$ cat src/rtl/udp_tx_pkg.sv
// Shared types and constants for the UDP transmit frame scheduler.
package udp_tx_pkg;

   typedef enum logic [1:0] {
      ST_IDLE = 2'd0,
      ST_HDR  = 2'd1,
      ST_PAY  = 2'd2,
      ST_GAP  = 2'd3
   } state_t;

   localparam logic [15:0] UDP_HDR_LEN    = 16'd8;
   localparam logic [31:0] DEF_DEST_IP    = 32'hEF02_0206;
   localparam logic [15:0] DEF_DEST_PORT0 = 16'd21007;
   localparam logic [15:0] DEF_DEST_PORT1 = 16'd21008;
   localparam logic [7:0]  DEF_TTL        = 8'd64;

endpackage

$ cat src/rtl/udp_rr_arb2.sv
// Two-way round-robin arbiter: the preferred channel is the one after the
// last served; ptr points at ch0 out of reset.
module udp_rr_arb2 (
   input  logic       tx_clk,
   input  logic       tx_rst,
   input  logic [1:0] req,
   input  logic       take,
   output logic       pick,
   output logic       any_req
);

   logic ptr;

   always_comb begin
      any_req = |req;
      pick    = req[ptr] ? ptr : ~ptr;
   end

   always_ff @(posedge tx_clk) begin
      if (tx_rst) begin
         ptr <= 1'b0;
      end else if (take) begin
         ptr <= ~pick;
      end
   end

endmodule

$ cat src/rtl/udp_tx_frame_scheduler.sv
// Schedules two AXIS payload channels onto one UDP header/payload stream with
// length checking and an inter-frame gap. Per-channel frame and error counters
// are built only when UDP_TX_SCHED_STATS_EN is defined.
//
// state | meaning
// IDLE  | wait for a channel request, arbitrate and latch length/port
// HDR   | present header until accepted downstream
// PAY   | pass granted channel's beats through, check length vs tlast
// GAP   | enforce GAP_CYCLES idle cycles after the last beat
module udp_tx_frame_scheduler
   import udp_tx_pkg::*;
#(
   parameter int unsigned GAP_CYCLES = 16,
   parameter logic [31:0] DEST_IP    = DEF_DEST_IP,
   parameter logic [15:0] DEST_PORT0 = DEF_DEST_PORT0,
   parameter logic [15:0] DEST_PORT1 = DEF_DEST_PORT1,
   parameter logic [7:0]  TTL        = DEF_TTL
) (
   input  logic        tx_clk,
   input  logic        tx_rst,
   input  logic [31:0] local_ip,
   input  logic [15:0] src_port,
   input  logic [15:0] s0_len,
   input  logic [7:0]  s0_tdata,
   input  logic        s0_tvalid,
   output logic        s0_tready,
   input  logic        s0_tlast,
   input  logic        s0_tuser,
   input  logic [15:0] s1_len,
   input  logic [7:0]  s1_tdata,
   input  logic        s1_tvalid,
   output logic        s1_tready,
   input  logic        s1_tlast,
   input  logic        s1_tuser,
   output logic        tx_udp_hdr_valid,
   input  logic        tx_udp_hdr_ready,
   output logic [5:0]  tx_udp_ip_dscp,
   output logic [1:0]  tx_udp_ip_ecn,
   output logic [7:0]  tx_udp_ip_ttl,
   output logic [31:0] tx_udp_ip_source_ip,
   output logic [31:0] tx_udp_ip_dest_ip,
   output logic [15:0] tx_udp_source_port,
   output logic [15:0] tx_udp_dest_port,
   output logic [15:0] tx_udp_length,
   output logic [15:0] tx_udp_checksum,
   output logic [7:0]  tx_udp_payload_axis_tdata,
   output logic        tx_udp_payload_axis_tvalid,
   input  logic        tx_udp_payload_axis_tready,
   output logic        tx_udp_payload_axis_tlast,
   output logic        tx_udp_payload_axis_tuser,
   output logic        len_err,
   output logic        grant
`ifdef UDP_TX_SCHED_STATS_EN
   ,
   output logic [31:0] frames0,
   output logic [31:0] frames1,
   output logic [15:0] errs
`endif
);

   localparam logic [15:0] GAP_LOAD = (GAP_CYCLES == 0) ? 16'd0 : 16'(GAP_CYCLES - 1);

   state_t      state, state_nxt;
   logic        grant_q;
   logic [15:0] len_q, beat_cnt, gap_cnt;
   logic [15:0] hdr_len_q, hdr_port_q;
   logic [31:0] hdr_ip_q;

   logic        pick, any_req, take;
   logic [15:0] sel_len, beat_num;
   logic [7:0]  sg_tdata;
   logic        sg_tvalid, sg_tlast, sg_tuser;
   logic        len_hit, len_mis, pay_last, beat_acc;

   udp_rr_arb2 u_arb (
      .tx_clk  (tx_clk),
      .tx_rst  (tx_rst),
      .req     ({s1_tvalid, s0_tvalid}),
      .take    (take),
      .pick    (pick),
      .any_req (any_req)
   );

   // A zero-length request still consumes exactly one beat, always flagged.
   always_comb begin
      take      = (state == ST_IDLE) && any_req;
      sel_len   = pick ? s1_len : s0_len;
      sg_tdata  = grant_q ? s1_tdata  : s0_tdata;
      sg_tvalid = grant_q ? s1_tvalid : s0_tvalid;
      sg_tlast  = grant_q ? s1_tlast  : s0_tlast;
      sg_tuser  = grant_q ? s1_tuser  : s0_tuser;
      beat_num  = beat_cnt + 16'd1;
      len_hit   = (beat_num == len_q) || (len_q == 16'd0);
      len_mis   = (len_q == 16'd0) || (sg_tlast != len_hit);
      pay_last  = sg_tlast || len_hit;
      beat_acc  = (state == ST_PAY) && sg_tvalid && tx_udp_payload_axis_tready;
   end

   always_ff @(posedge tx_clk) begin
      if (tx_rst) begin
         state <= ST_IDLE;
      end else begin
         state <= state_nxt;
      end
   end

   always_comb begin
      state_nxt = state;
      case (state)
         ST_IDLE: if (any_req) state_nxt = ST_HDR;
         ST_HDR:  if (tx_udp_hdr_ready) state_nxt = ST_PAY;
         ST_PAY:  if (beat_acc && pay_last) state_nxt = (GAP_CYCLES == 0) ? ST_IDLE : ST_GAP;
         ST_GAP:  if (gap_cnt == 16'd0) state_nxt = ST_IDLE;
         default: state_nxt = ST_IDLE;
      endcase
   end

   always_comb begin
      tx_udp_hdr_valid           = (state == ST_HDR);
      tx_udp_payload_axis_tvalid = 1'b0;
      tx_udp_payload_axis_tdata  = 8'd0;
      tx_udp_payload_axis_tlast  = 1'b0;
      tx_udp_payload_axis_tuser  = 1'b0;
      s0_tready                  = 1'b0;
      s1_tready                  = 1'b0;
      len_err                    = 1'b0;
      if (state == ST_PAY) begin
         tx_udp_payload_axis_tvalid = sg_tvalid;
         tx_udp_payload_axis_tdata  = sg_tdata;
         tx_udp_payload_axis_tlast  = pay_last;
         tx_udp_payload_axis_tuser  = sg_tuser || len_mis;
         s0_tready                  = !grant_q && tx_udp_payload_axis_tready;
         s1_tready                  =  grant_q && tx_udp_payload_axis_tready;
         len_err                    = beat_acc && len_mis;
      end
   end

   always_ff @(posedge tx_clk) begin
      if (tx_rst) begin
         grant_q    <= 1'b0;
         len_q      <= 16'd0;
         beat_cnt   <= 16'd0;
         gap_cnt    <= 16'd0;
         hdr_len_q  <= 16'd0;
         hdr_port_q <= 16'd0;
         hdr_ip_q   <= 32'd0;
      end else begin
         if (take) begin
            grant_q    <= pick;
            len_q      <= sel_len;
            beat_cnt   <= 16'd0;
            hdr_len_q  <= sel_len + UDP_HDR_LEN;
            hdr_port_q <= pick ? DEST_PORT1 : DEST_PORT0;
            hdr_ip_q   <= DEST_IP;
         end else if (beat_acc) begin
            beat_cnt <= beat_num;
         end
         if (beat_acc && pay_last) begin
            gap_cnt <= GAP_LOAD;
         end else if ((state == ST_GAP) && (gap_cnt != 16'd0)) begin
            gap_cnt <= gap_cnt - 16'd1;
         end
      end
   end

   assign grant               = grant_q;
   assign tx_udp_ip_dscp      = 6'd0;
   assign tx_udp_ip_ecn       = 2'd0;
   assign tx_udp_checksum     = 16'd0;
   assign tx_udp_ip_ttl       = TTL;
   assign tx_udp_ip_source_ip = local_ip;
   assign tx_udp_source_port  = src_port;
   assign tx_udp_ip_dest_ip   = hdr_ip_q;
   assign tx_udp_dest_port    = hdr_port_q;
   assign tx_udp_length       = hdr_len_q;

`ifdef UDP_TX_SCHED_STATS_EN
   // Forced-end frames count as completed; all counters wrap naturally.
   always_ff @(posedge tx_clk) begin
      if (tx_rst) begin
         frames0 <= 32'd0;
         frames1 <= 32'd0;
         errs    <= 16'd0;
      end else begin
         if (beat_acc && pay_last) begin
            if (grant_q) frames1 <= frames1 + 32'd1;
            else         frames0 <= frames0 + 32'd1;
         end
         if (len_err) errs <= errs + 16'd1;
      end
   end
`else
   // statistics counters not built
`endif

endmodule

$ cat config.mk
export PLATFORM = sky130hd
export DESIGN_NAME = udp_tx_frame_scheduler
export DESIGN_NICKNAME = d
export VERILOG_FILES = /design/src/rtl/udp_tx_pkg.sv /design/src/rtl/udp_rr_arb2.sv /design/src/rtl/udp_tx_frame_scheduler.sv
export SDC_FILE = /design/constraint.sdc
export NUM_CORES = 1
export LEC_CHECK = 0
export BUFFER_PORTS_ARGS = -buffer_cell sky130_fd_sc_hd__buf_2
export CORE_MARGIN = 2
export CORE_UTILIZATION = 49
export DETAILED_ROUTE_END_ITERATION = 16
export PLACE_DENSITY = 0.85
export REMOVE_ABC_BUFFERS = 1
export SLEW_MARGIN = 5
export SYNTH_ARGS = -nofsm -noshare
export SYNTH_HDL_FRONTEND = slang
export SYNTH_HIERARCHICAL = 1
export SYNTH_SLANG_ARGS = --single-unit
$ cat constraint.sdc
create_clock -name tx_clk -period 6.7 [get_ports tx_clk]
set_input_delay 0.335 -clock tx_clk [delete_from_list [all_inputs] [get_ports tx_clk]]
set_output_delay 0.335 -clock tx_clk [all_outputs]
set_load 0.05 [all_outputs]
==> qor.yml <==
detailed_routing:
  drt_iter0_markers: 213
  wl_per_cell_um: 17.3
  drc: 0
  first_pass_iters: 5
  ant_nets: 0
  routed_wl_um: 13300
  num_vias: 4003
  viasPerCell: 5.19
sta:
  fin_crit_ns: 3.57
  max_slew_margin: 0.366
  drv_slew: 0
  fin_worst_skew_ns: 0.0102
  setup_violations: 0
  fmax_ghz: 0.280
  worstMarginPinSlew_ns: 0.932
  period_share: 0.533
  rsz0062_at_grt: "no"
  tns_ns: 0
  final-hold-violation-count: 0
synth:
  synth_ff_type: "dfxtp_1"
  synth-edff-count: 0
  ys_types: 56
  synth-async-reset-ratio: 0
  ys_seq_elements: 67
  synth-seq-area-share: 0.274
  syn_avg_cell_area_um2: 8.04
  yosys_warnings: 6
  syn_inst: 608
  syn_area_um2: 4890
setup_path:
  worst_ep_arrival_time_ns: 3.23
  start_kind: "flop"
  path_class: "flop to output pin"
  critPathMaxFanout: 7
  crit_path_end_kind: "output pin"
  worstPathRequired_ns: 6.36
power_and_ir_drop:
  p_per_area_nw_per_um2: 351
  leakage_nw: 2.16
  ir_drop_v: 0.000264
global_route:
  grt_pass1_wl_um: 19900
  grt.overflow.total: 0
  grt_usage: 0.239
  antenna_found_initial: 0
  grt_max_degree: 47
  grt_pass1_vias: 3471
clock_network:
  cts_buffers: 9
  tritoncts: "yes"
  clock-sinks: 67
  htreeDepth: 3
  root_buffer: "clkbuf_8"
  path_clk_slew_ns: 0.07
  clock_latency_ns: 0.34
  cts_hold_buf: 0
  cts.repair.resized: 0
  cts_buffer_depth: 2
  post_cts_buffers: 0
floorplan:
  start_util: 0.503
  core_um2: 9730
  dieArea_um2: 10800
  rows: 36
  io_pins: 266
  die_y_um: 104
  die_x_um: 104
cells_and_area:
  nets: 748
  multi_input_area_um2: 2650
  synthToLayoutAreaGrowth_pct: 1.36
  layout-drive-gt1-share: 0.212
  fillers: 930
  seqCellArea_um2: 1340
  finish.utilization: 0.510
  num_antenna_cells: 0
placement:
  place.gp.congestion: 0.931
  dp_hpwl_um: 10700
  io_buffers: 108
job:
  cap_violations: 0
outcome:
  status: "complete, no violations"
worst_hold_path:
  hp-class: "input port to flop"
-- report_power, final --
| part | switching [mW] | internal, mW |
|---|---|---|
| clock | 0.160 | 0.194 |
| sequential | 0.0824 | 0.467 |
| combinational | 0.613 | 0.227 |
| total | 0.854 | 0.887 |
-- synthesized netlist by cell type (6+ instances only) --
cell,instances,share of area
xnor2_1,34,0.061
nor4_1,12,0.015
xor2_1,21,0.038
clkbuf_1,9,0.0069
buf_2,7,0.0072
ha_1,9,0.023
nand2_1,41,0.031
o21ai_0,15,0.015
buf_4,130,0.20
inv_1,13,0.010
nor3_1,16,0.016
dfxtp_1,67,0.27
or3_1,6,0.0077
nor2b_1,12,0.015
nand3b_1,9,0.014
a211oi_1,16,0.025
a21oi_1,24,0.025
mux2i_1,29,0.059
nand3_1,20,0.020
nor2_1,61,0.047
-- state kept, by name (all words and copies together) (netlist names) --
name,cells
beat_cnt,16
gap_cnt,16
len_q,16
tx_udp_length,13
state,2
tx_udp_dest_port,2
tx_udp_ip_dest_ip,1
u_arb/ptr,1
-- worst max-delay path, cell delays in order (launching register included) --
cell and delay [ns]:
dfxtp_1 0.45, ha_1 0.34, nand3_1 0.17, nor2_1 0.30, nand2_1 0.11, xnor2_1 0.13
a2111oi_0 0.39, a41oi_1 0.17, ha_1 0.29, nor2_1 0.21, a21boi_0 0.12, buf_2 0.23
-- cell type report --
type | count | area share
clock buffers | 11 | 0.0305
clock inverters | 5 | 0.0121
inverters | 14 | 0.0106
multi-input cells | 433 | 0.534
flip-flops and latches | 67 | 0.271
well taps | 133 | 0.0336
repair buffers | 108 | 0.109
-- cell families after synthesis --
kind of cell | count (synthesis) | share of synthesized area
adder cells (fa/ha/maj) | 9 | 0.0230
other | 2 | 0.00154
flip-flops | 67 | 0.274
multiplexers | 29 | 0.0594
AND/OR/NAND/NOR | 206 | 0.211
buffers and inverters | 167 | 0.233
XOR/XNOR | 55 | 0.0985
AO/OA/AOI/OAI | 73 | 0.0995
-- per-layer routing --
layer | wire length, um | vias up | global-route usage
met5 | 174 | - | 0.124
li1 | - | 1922 | -
met3 | 2180 | 26 | 0.172
met4 | 309 | 6 | 0.0811
met2 | 5950 | 255 | 0.370
met1 | 4710 | 1794 | 0.245
-- metrics by stage --
step / power (mW) / hold WS (ns) / cells / setup slack (ns) / cell area, um^2
floorplan: 1.21 / 0.397 / 514 / 1.49 / 4030
CTS: 1.75 / 0.307 / 771 / 3.16 / 4960
global placement: 1.38 / 0.438 / 755 / 3.46 / 4750
finish: 1.74 / 0.322 / 771 / 3.13 / 4960
detailed placement: 1.39 / 0.445 / 755 / 3.31 / 4750
global route: 1.83 / 0.324 / 771 / 2.84 / 4960
-- path summary, 6_finish.rpt --
check	from	end	slack, ns	cells after the start
setup / recovery	beat_cnt[0]	tx_udp_payload_axis_tuser	3.13	11
hold / removal	s0_tvalid	u_arb/ptr	0.32	3
hold reg to reg	tx_udp_length[10]	tx_udp_length[10]	0.46	2
setup reg to reg	beat_cnt[0]	state[1]	3.25	12
-- placed cells by master (no fill, tap or decap), drive strengths merged, types with 5 or more instances in the layout --
cell	instances
nand4	5
a211oi	17
inv	15
o21ai	15
mux2i	29
conb	61
or3	6
ha	9
xnor2	34
clkbuf	11
and3	5
nor4	13
nand3b	9
nor2b	12
nor3	17
xor2	21
a21oi	25
dfxtp	67
nor2	62
nand3	20
buf	108
nand2	42
nand2b	5
No activity file was read; power rests on OpenSTA's default activity.
